`src/rtl/mmio_io_pkg.sv`:
```
// Shared offset map, CTRL bit positions and window geometry for the MMIO I/O bank.
package mmio_io_pkg;

  localparam int unsigned WIN_W = 8;

  localparam logic [WIN_W-1:0] OFF_IN    = 8'h00;
  localparam logic [WIN_W-1:0] OFF_OUT   = 8'h10;
  localparam logic [WIN_W-1:0] OFF_CHG   = 8'h20;
  localparam logic [WIN_W-1:0] OFF_TIMER = 8'h21;
  localparam logic [WIN_W-1:0] OFF_CMP   = 8'h22;
  localparam logic [WIN_W-1:0] OFF_CTRL  = 8'h23;
  localparam logic [WIN_W-1:0] OFF_IRQ   = 8'h24;

  localparam int unsigned CTRL_W          = 3;
  localparam int unsigned CTRL_TIMER_EN   = 0;
  localparam int unsigned CTRL_IRQ_TMR_EN = 1;
  localparam int unsigned CTRL_IRQ_CHG_EN = 2;

endpackage

```
`src/rtl/io_sync_edge.sv`:
```
// One input channel: two-flop synchroniser plus previous-value register; chg_o
// is high for the single cycle in which a new synchronised value first appears.
module io_sync_edge #(
  parameter int unsigned DATA_W = 32
) (
  input  logic              clock,
  input  logic              reset,
  input  logic [DATA_W-1:0] d_i,
  output logic [DATA_W-1:0] q_o,
  output logic              chg_o
);

  logic [DATA_W-1:0] meta_q, sync_q, prev_q;

  always_ff @(posedge clock) begin
    if (reset) begin
      meta_q <= '0;
      sync_q <= '0;
      prev_q <= '0;
    end else begin
      meta_q <= d_i;
      sync_q <= meta_q;
      prev_q <= sync_q;
    end
  end

  assign q_o   = sync_q;
  assign chg_o = (sync_q != prev_q);

endmodule

```
`src/rtl/mmio_io_bank.sv`:
```
// Memory-mapped I/O bank beside the data RAM: synchronised inputs with change
// flags, output registers, a prescaled tick timer with compare, and one irq.
module mmio_io_bank
  import mmio_io_pkg::*;
#(
  parameter int unsigned       DATA_W   = 32,
  parameter int unsigned       ADDR_W   = 12,
  parameter int unsigned       NUM_IN   = 2,
  parameter int unsigned       NUM_OUT  = 2,
  parameter logic [ADDR_W-1:0] BASE     = 12'hF00,
  parameter int unsigned       TICK_DIV = 50000
) (
  input  logic                      clock,
  input  logic                      reset,
  input  logic                      wren,
  input  logic [ADDR_W-1:0]         address,
  input  logic [DATA_W-1:0]         data,
  output logic                      sel,
  output logic [DATA_W-1:0]         q,
  input  logic [NUM_IN*DATA_W-1:0]  in_ch,
  output logic [NUM_OUT*DATA_W-1:0] out_ch,
  output logic                      irq
);

  localparam int unsigned PRE_W = $clog2(TICK_DIV);

  logic [WIN_W-1:0] off;
  logic             wr;

  logic [NUM_IN-1:0][DATA_W-1:0]  in_val;
  logic [NUM_IN-1:0]              chg_pulse;
  logic [NUM_OUT-1:0][DATA_W-1:0] out_q, out_d;
  logic [NUM_IN-1:0]              chg_q, chg_d;
  logic [DATA_W-1:0]              timer_q, timer_d, cmp_q, cmp_d, q_q, q_d, rdata;
  logic [PRE_W-1:0]               presc_q, presc_d;
  logic [CTRL_W-1:0]              ctrl_q, ctrl_d;
  logic                           stat_q, stat_d, irq_q, irq_d, match;

  assign off    = address[WIN_W-1:0];
  assign sel    = (address[ADDR_W-1:WIN_W] == BASE[ADDR_W-1:WIN_W]);
  assign wr     = wren & sel;
  assign out_ch = out_q;
  assign q      = q_q;
  assign irq    = irq_q;

  for (genvar g = 0; g < NUM_IN; g++) begin : g_in
    io_sync_edge #(.DATA_W(DATA_W)) u_sync (
      .clock (clock),
      .reset (reset),
      .d_i   (in_ch[g*DATA_W +: DATA_W]),
      .q_o   (in_val[g]),
      .chg_o (chg_pulse[g])
    );
  end

  always_comb begin
    out_d = out_q;
    for (int unsigned i = 0; i < NUM_OUT; i++) begin
      if (wr && off == WIN_W'(OFF_OUT + i)) out_d[i] = data;
    end
    // new changes are ORed in after the clear so a same-cycle set survives W1C
    chg_d  = (chg_q & ~((wr && off == OFF_CHG) ? data[NUM_IN-1:0] : '0)) | chg_pulse;
    cmp_d  = (wr && off == OFF_CMP) ? data : cmp_q;
    ctrl_d = (wr && off == OFF_CTRL) ? data[CTRL_W-1:0] : ctrl_q;
  end

  always_comb begin
    timer_d = timer_q;
    presc_d = presc_q;
    match   = 1'b0;
    if (wr && off == OFF_TIMER) begin
      timer_d = data;
      presc_d = '0;
    end else if (ctrl_q[CTRL_TIMER_EN]) begin
      if (presc_q == PRE_W'(TICK_DIV - 1)) begin
        presc_d = '0;
        timer_d = timer_q + 1'b1;
        match   = (timer_d == cmp_q);
      end else begin
        presc_d = presc_q + 1'b1;
      end
    end
    stat_d = (stat_q & ~(wr && off == OFF_IRQ && data[0])) | match;
    irq_d  = (stat_q & ctrl_q[CTRL_IRQ_TMR_EN]) | ((|chg_q) & ctrl_q[CTRL_IRQ_CHG_EN]);
  end

  always_comb begin
    rdata = '0;
    for (int unsigned i = 0; i < NUM_IN; i++) begin
      if (off == WIN_W'(OFF_IN + i)) rdata = in_val[i];
    end
    for (int unsigned i = 0; i < NUM_OUT; i++) begin
      if (off == WIN_W'(OFF_OUT + i)) rdata = out_q[i];
    end
    case (off)
      OFF_CHG:   rdata[NUM_IN-1:0] = chg_q;
      OFF_TIMER: rdata = timer_q;
      OFF_CMP:   rdata = cmp_q;
      OFF_CTRL:  rdata[CTRL_W-1:0] = ctrl_q;
      OFF_IRQ:   rdata[0] = stat_q;
      default:   ;
    endcase
    q_d = sel ? rdata : '0;
  end

  always_ff @(posedge clock) begin
    if (reset) begin
      out_q   <= '0;
      chg_q   <= '0;
      timer_q <= '0;
      presc_q <= '0;
      cmp_q   <= '0;
      ctrl_q  <= '0;
      stat_q  <= 1'b0;
      q_q     <= '0;
      irq_q   <= 1'b0;
    end else begin
      out_q   <= out_d;
      chg_q   <= chg_d;
      timer_q <= timer_d;
      presc_q <= presc_d;
      cmp_q   <= cmp_d;
      ctrl_q  <= ctrl_d;
      stat_q  <= stat_d;
      q_q     <= q_d;
      irq_q   <= irq_d;
    end
  end

endmodule
```
`config.mk`:
```
export PLATFORM = sky130hd
export DESIGN_NAME = mmio_io_bank
export DESIGN_NICKNAME = d
export VERILOG_FILES = /design/src/rtl/mmio_io_pkg.sv /design/src/rtl/io_sync_edge.sv /design/src/rtl/mmio_io_bank.sv
export SDC_FILE = /design/constraint.sdc
export NUM_CORES = 1
export LEC_CHECK = 0
export CORE_MARGIN = 8
export CORE_UTILIZATION = 50
export DETAILED_ROUTE_END_ITERATION = 8
export GPL_TIMING_DRIVEN = 1
export PLACE_DENSITY = 0.84
export SYNTH_ARGS = -nofsm -noshare
export SYNTH_HDL_FRONTEND = slang
export SYNTH_SLANG_ARGS = --single-unit
```
`constraint.sdc`:
```
create_clock -name clock -period 2.6 [get_ports clock]
set_input_delay 0.52 -clock clock [delete_from_list [all_inputs] [get_ports clock]]
set_output_delay 0.52 -clock clock [all_outputs]
set_load 0.005 [all_outputs]
```
---- Word level (Yosys, flattened, before mapping) ----
Cells that the tools add are included.
operators by class
  mux-type cells .......................... 16
  reductions and logical operators ........ 15
  add/subtract/negate cells ............... 2
  eq/ne operators ......................... 13
  bitwise logic cells ..................... 11
operators by type and width
  cell                     number
  $mux W32                 7
  $ne A32 B32 Y1           2
  $pmux W29 S2             1
  $eq A8 B6 Y1 const B     5
  $add A32 B1 Y32 const B  1
  $eq A32 B32 Y1           1
  $add A16 B1 Y16 const B  1
  $eq A16 B16 Y1 const B   1
  $eq A8 B5 Y1 const B     2
  $mux W16                 1
  $eq A8 B1 Y1 const B     1
  $logic_and A1 B1 Y1      8
  $logic_not A8 Y1         1
  $reduce_or A2 Y1         3
  $pmux W1 S5              1
  $and A1 B1 Y1            4
  $eq A4 B4 Y1 const B     1
  $pmux W1 S4              1
  $reduce_bool A2 Y1       2
  $mux W1                  3
  $pmux W1 S3              1
  $and A2 B2 Y2            1
  $mux W2                  1
  $not A1 Y1               2
  other kinds (4)          5
storage, ports and cells
  output and inout port bits .............. 98
  logic and storage cells ................. 73
  flip-flop bits (word level) ............. 375
  input port bits ......................... 111

---- Logic depth before layout (Yosys ltp) ----
  depth in word-level cells ............... 7
  mapped depth ............................ 9
  mapped depth without buffers ............ 8

---- By module ----
From an unflattened synthesis, not the netlist that was laid out.
unflattened totals
  cell total of the unflattened synthesis .. 1655
  area total of the unflattened synthesis .. 15011.9 um^2
modules (own cells, without submodules)
  module        cells each  area each (um^2)  instances  sequential area each (um^2)
  mmio_io_bank  1165        9161.3            1          3663.5
  io_sync_edge  245         2925.3            2          1921.8

---- Worst setup path after synthesis ----
Ideal clock, no wire load.
  path type ............................... reg2reg
  from .................................... reg timer_q[0]
  to ...................................... reg stat_q
  buffers on the path ..................... 0
  data required time ...................... 2541 ps
  cell stages (with the launch flop) ...... 9
  arrival ................................. 2360 ps
  slack ................................... 182 ps
  library setup time ...................... 59 ps
  period minus slack after synthesis ...... 2418 ps
  cell sequence ........................... dfxtp_1 > ha_1 > nand3_1 > or4_1 > xnor2_1 > a21o_1 > a221o_1 > nor4_1 > a31o_1
between the ends
  cells in the longest elaborated chain, start to end .. 6
RTL lines
  item                    RTL line             source
  from (decl)             mmio_io_bank.sv:34   logic [DATA_W-1:0] timer_q, timer_d, cmp_q, cmp_d, q_q, q_d, rdata;
  from (signal assigned)  mmio_io_bank.sv:120  timer_q <= timer_d;
  $add A32 B1 Y32         mmio_io_bank.sv:77   timer_d = timer_q + 1'b1;
  $eq A32 B32 Y1          mmio_io_bank.sv:78   match = (timer_d == cmp_q);
  $mux W1                 mmio_io_bank.sv:75   if (presc_q == PRE_W'(TICK_DIV - 1)) begin
  $mux W1                 mmio_io_bank.sv:74   end else if (ctrl_q[CTRL_TIMER_EN]) begin
  $mux W1                 mmio_io_bank.sv:71   if (wr && off == OFF_TIMER) begin
  $or A1 B1 Y1            mmio_io_bank.sv:83   stat_d = (stat_q & ~(wr && off == OFF_IRQ && data[0])) | match;
  to (signal assigned)    mmio_io_bank.sv:124  stat_q <= stat_d;
  to (decl)               mmio_io_bank.sv:37   logic stat_q, stat_d, irq_q, irq_d, match;
No other way between the ends.
A chain may end at the register's enable or synchronous reset.

---- Worst setup path after layout ----
  from .................................... reg presc_q[5]
  to ...................................... reg timer_q[15]
between the ends
  cells in the longest elaborated chain, start to end .. 3
RTL lines
  item                          RTL line             source
  from (decl)                   mmio_io_bank.sv:35   logic [PRE_W-1:0] presc_q, presc_d;
  from (signal assigned)        mmio_io_bank.sv:121  presc_q <= presc_d;
  $eq A16 B16 Y1                mmio_io_bank.sv:75
  $reduce_bool A2 Y1 (no line)  n/a
  $reduce_and A2 Y1 (no line)   n/a
No other way between the ends.

==> out/summary.md <==
The reported leakage power is 6.84 nW, and the estimated wirelength of the detail-placed design is 32.2 mm. After floorplanning, the core was sized to cover 29,500 um2. In the synthesized netlist the async set-or-reset flop fraction comes to 0%.

The fraction of synthesized cell area in xor and xnor cells was 8.84%; the number of rows in the core area was 63. On the final layout, the worst clock skew is 0.0161 ns. The congestion estimate from routability-driven global placement came to 0.946.

Traced cell by cell, the critical path runs through or4b_1 > nor4_4 > nand2_2 > nor4_2 > and2_1 > xnor2_1 > a211oi_1. For this run, the register share of the synthesized area comes to 50.5%. Setup repair after global routing left no endpoint under its margin. In this run the critical register-to-register path is captured at timer_q[15]. Global routing consumed, over all layers together, 24.0% of the routing resources.

From bottom edge to top edge, the die measures 188 um. After clock tree synthesis, the clock-pin slew on the worst setup and hold paths is 0.06 ns. Counting every instance in the synthesized netlist gives 1,610. Once the floorplan was initialized, standard cells occupied 50.4% of the core.

The startpoint identified for the worst hold timing path is reset. Pin placement for this block handled 209 I/O pins. Share of power burned in combinational logic: 4.3%. The number of instances on the worst hold path was 2.

TritonCTS built the clock tree. The average vias per placed instance is 5.61. After detailed routing, the number of remaining DRC violations is 0.

The sort of element at the end of the critical path was a flop. The maximum number of pins on one net before global-route repair was 236. The share of total power consumed by net switching is 21.4%.

Of the total synthesized cell area, the portion taken by AND, OR, NAND and NOR gates is 23.0%. The run gives 38 as the TritonCTS buffer count. The number of global-route vias before repair was 12,500. For the pin with the worst max-slew slack, the measured transition is 0.988 ns. The flow ran to the end, and the final reports show no timing, DRC or antenna violations. Averaged over all synthesized cells, the footprint is 9.23 um2.

After layout, the worst path uses 96.0% of the clock period. The startpoint class of the critical path was a flop. The net count of the finished layout is 1,957. Power dissipated by switching net loads: 2.56 mW. During placement, the flow inserted port buffers numbering 208.

Measured against its own limit, the worst slew margin works out to 34.1%. The maximum clock frequency was 0.401 GHz; the flop and latch count out of synthesis was 375. The final hold violation count was 0; the count of maximum capacitance violations was 0. After routing the design area is 19,100 um2.

Data arrives at the worst endpoint at 2.93 ns. The tools report the share of the core filled with cells in the final layout as 64.9%. The number of setup buffers added after CTS is 0. For this block, the initial DRC count from the detailed router was 1,588. Setup violations remaining at the end of the flow were counted as 0. The largest single stage delay on the critical path is 0.56 ns.

VDD sags by at most 0.000490 V. The clock net in this run drives a total of 375 sinks. When the netlist entered floorplanning its net count stood at 1,723.

Once placement finished, the instance area stood at 17,800 um2. The run gives 3 as the maximum clock insertion buffer count. In this run the remaining antenna-violating nets after routing total 0. The worst register-to-register path has a setup slack of 0.10 ns. The startpoint of the worst register-to-register path is presc_q[5]. Adding up every negative setup slack in the final design gives 0 ns. The area growth from synthesis to layout is 28.7%.

STA puts the critical path data required time at 3.03 ns. The clock reaches the later pin of the worst-skew pair after 0.53 ns. In this run the number of H-tree levels came out at 2. The run gives 0.373 ns as the worst hold slack. The largest fanout on the critical path is 5. In this run the clock root is driven by a sky130_fd_sc_hd__clkbuf_16. Summing the areas of all compound-gate instances in the mapped netlist gives 13.2% of the synthesized area. The category of cells accounting for the largest share of critical-path delay is simple AND/OR/NAND/NOR gates. For the via count of the routed design, the log shows 12,700. After synthesis, the netlist uses 60 different library cells. The run gives 69.0 mm as the first-pass GRT wire length.

The predominant post-synthesis flop cell is sky130_fd_sc_hd__dfxtp_1. Prior to clock tree synthesis, the placed netlist has a worst setup slack of -0.187 ns. The tools report the filler cell count as 2,343. The die covers 35,500 um2. The number of antenna violations at the first check in global routing is 0, and the final critical path time including I/O delays and setup is 2.50 ns. Dividing total power by cell area gives a power density of 628 nW/um2. The total routed wirelength came out at 44.1 mm. The mux share of post-synthesis cell area came out at 0.404%. The tools report the internal power as 9.44 mW. Slowest cell on the critical path: sky130_fd_sc_hd__or4b_1.

The number of buffer and inverter stages on the critical path works out to 0. Summing the areas of all fa, ha and maj instances in the mapped netlist gives 0.168% of the synthesized area. The synthesized design contains 0 enable-type register cells. The tools report the launch point of the critical path as presc_q[5].

The die outline width is 188 um. The global route total overflow was 0. For this run, the number of Yosys warnings is 0.

The cell area after technology mapping is 14,900 um2, and the cell depth of the worst flop-to-flop path is 7. The first detailed-routing pass took 8 iterations. Dividing the detail-routed wire length by the instance count gives 19.5 um.

Setup slack closes at 0.105 ns. The antenna cell count is 0. The proportion of layout cells with a drive suffix above 1 came out at 10.3%. Number of max-slew violations in the final report: 0.

The critical path class was reg2reg. The share of total power dissipated in the clock network is 46.2%. For hold timing, the worst endpoint is out_ch[43]. The type of the tightest min-delay check was in2reg. Of the total power, registers draw 49.5%. After synthesis, the largest family of logic cells by area is simple AND/OR/NAND/NOR gates.
-- worst register-to-register path: stages, from the launching register on --
cell	delay [ns]
sky130_fd_sc_hd__dfxtp_1	0.35
sky130_fd_sc_hd__or4b_1	0.56
sky130_fd_sc_hd__nor4_4	0.40
sky130_fd_sc_hd__nand2_2	0.16
sky130_fd_sc_hd__nor4_2	0.46
sky130_fd_sc_hd__and2_1	0.21
sky130_fd_sc_hd__xnor2_1	0.06
sky130_fd_sc_hd__a211oi_1	0.21
-- cell families after synthesis --
| logic type | Yosys count |
|---|---|
| xor+xnor | 150 |
| mux | 6 |
| compound gates | 293 |
| buf+inv | 125 |
| simple gates | 659 |
| flops | 375 |
| fa+ha+maj | 2 |
-- routing by layer --
metal	track usage, %	part of all wire [%]	vias up
met1	31.7	41	5929
met4	9.05	3.5	0
met2	37.9	45	695
li1	-	-	5954
met5	0	0	-
met3	5.29	10	110
-- cells in the final DEF, fill, tap and decap left out, types with 23 or more instances in the layout --
cell type and n:
sky130_fd_sc_hd__buf_4 93, sky130_fd_sc_hd__xor2_1 61, sky130_fd_sc_hd__nor3_1 24, sky130_fd_sc_hd__a22oi_1 32, sky130_fd_sc_hd__clkdlybuf4s50_1 207, sky130_fd_sc_hd__nand2_1 234
sky130_fd_sc_hd__xnor2_1 89, sky130_fd_sc_hd__nor2_1 68, sky130_fd_sc_hd__nand3_1 23, sky130_fd_sc_hd__a211oi_1 26, sky130_fd_sc_hd__a21oi_1 138, sky130_fd_sc_hd__a22o_1 29
sky130_fd_sc_hd__a222oi_1 29, sky130_fd_sc_hd__clkbuf_16 39, sky130_fd_sc_hd__dfxtp_1 374, sky130_fd_sc_hd__nor2b_1 194, sky130_fd_sc_hd__nand4_1 29
-- worst max path at each step --
stage                  endpoint  depth (start not counted)
floorplan                stat_q                          8
global placement          q[31]                          9
detailed placement    cmp_q[11]                         10
CTS                 timer_q[13]                          8
global route        timer_q[15]                          7
finish              timer_q[15]                          7
-- metrics by stage --
stage          power, mW  std cells
3_5_place_dp        6.58       2194
4_1_cts             12.1       2260
2_1_floorplan       6.28       1610
5_1_grt             12.4       2260
3_3_place_gp        6.57       2194
6_report            12.0       2260
-- cell usage after synthesis, types with 5 or more instances --
cell | number | area share, %
sky130_fd_sc_hd__a211oi_1 | 26 | 1.3
sky130_fd_sc_hd__a21oi_1 | 138 | 4.6
sky130_fd_sc_hd__a222oi_1 | 29 | 2.0
sky130_fd_sc_hd__a22o_1 | 29 | 1.7
sky130_fd_sc_hd__a22oi_1 | 32 | 1.6
sky130_fd_sc_hd__a311oi_1 | 5 | 0.29
sky130_fd_sc_hd__and2_1 | 8 | 0.34
sky130_fd_sc_hd__and3_1 | 10 | 0.42
sky130_fd_sc_hd__and4_1 | 5 | 0.29
sky130_fd_sc_hd__buf_2 | 11 | 0.37
sky130_fd_sc_hd__buf_6 | 5 | 0.38
sky130_fd_sc_hd__clkbuf_1 | 95 | 2.4
sky130_fd_sc_hd__dfxtp_1 | 375 | 51
sky130_fd_sc_hd__inv_1 | 8 | 0.20
sky130_fd_sc_hd__mux2i_1 | 6 | 0.40
sky130_fd_sc_hd__nand2_1 | 236 | 6.0
sky130_fd_sc_hd__nand3_1 | 25 | 0.84
sky130_fd_sc_hd__nand4_1 | 29 | 1.2
sky130_fd_sc_hd__nor2_1 | 70 | 1.8
sky130_fd_sc_hd__nor2b_1 | 194 | 8.2
sky130_fd_sc_hd__nor3_1 | 24 | 0.81
sky130_fd_sc_hd__nor4_1 | 16 | 0.67
sky130_fd_sc_hd__nor4_2 | 5 | 0.42
sky130_fd_sc_hd__o21ai_0 | 11 | 0.37
sky130_fd_sc_hd__or3_1 | 10 | 0.42
sky130_fd_sc_hd__xnor2_1 | 89 | 5.2
sky130_fd_sc_hd__xor2_1 | 61 | 3.6
-- power groups by stage --
| stage | clock, mW | sequential (mW) | combinational (mW) |
|---|---|---|---|
| 2_1_floorplan | 0 | 6.04 | 0.242 |
| 3_3_place_gp | 0 | 6.06 | 0.506 |
| 3_5_place_dp | 0 | 6.07 | 0.514 |
| 4_1_cts | 5.59 | 5.94 | 0.517 |
| 5_1_grt | 5.87 | 5.95 | 0.556 |
| 6_report | 5.54 | 5.94 | 0.517 |
-- final cells by class --
class	count	area, um2	share of cell area (%)
Clock buffer	51	1060	5.55
Clock inverter	15	219	1.15
Inverter	8	30.0	0.157
Multi-Input combinational cell	1110	6830	35.7
Sequential cell	375	7510	39.3
Tap cell	390	488	2.55
Timing Repair Buffer	311	2990	15.6
-- repair_timing --
item                                    4_1_cts  5_1_grt
hold buffers                                  0        0
gates resized for setup                       0        7
endpoints found under the setup margin        0        9
-- flip-flops by register name, summed over array words and instances, names as in the netlist --
signal              cells
q                      32
g_in.u_sync.prev_q     64
timer_q                32
irq                     1
g_in.u_sync.meta_q     64
presc_q                16
out_ch                 64
cmp_q                  32
stat_q                  1
chg_q                   2
g_in.u_sync.q_o        64
ctrl_q                  3
(Power assumes the default switching activity.)
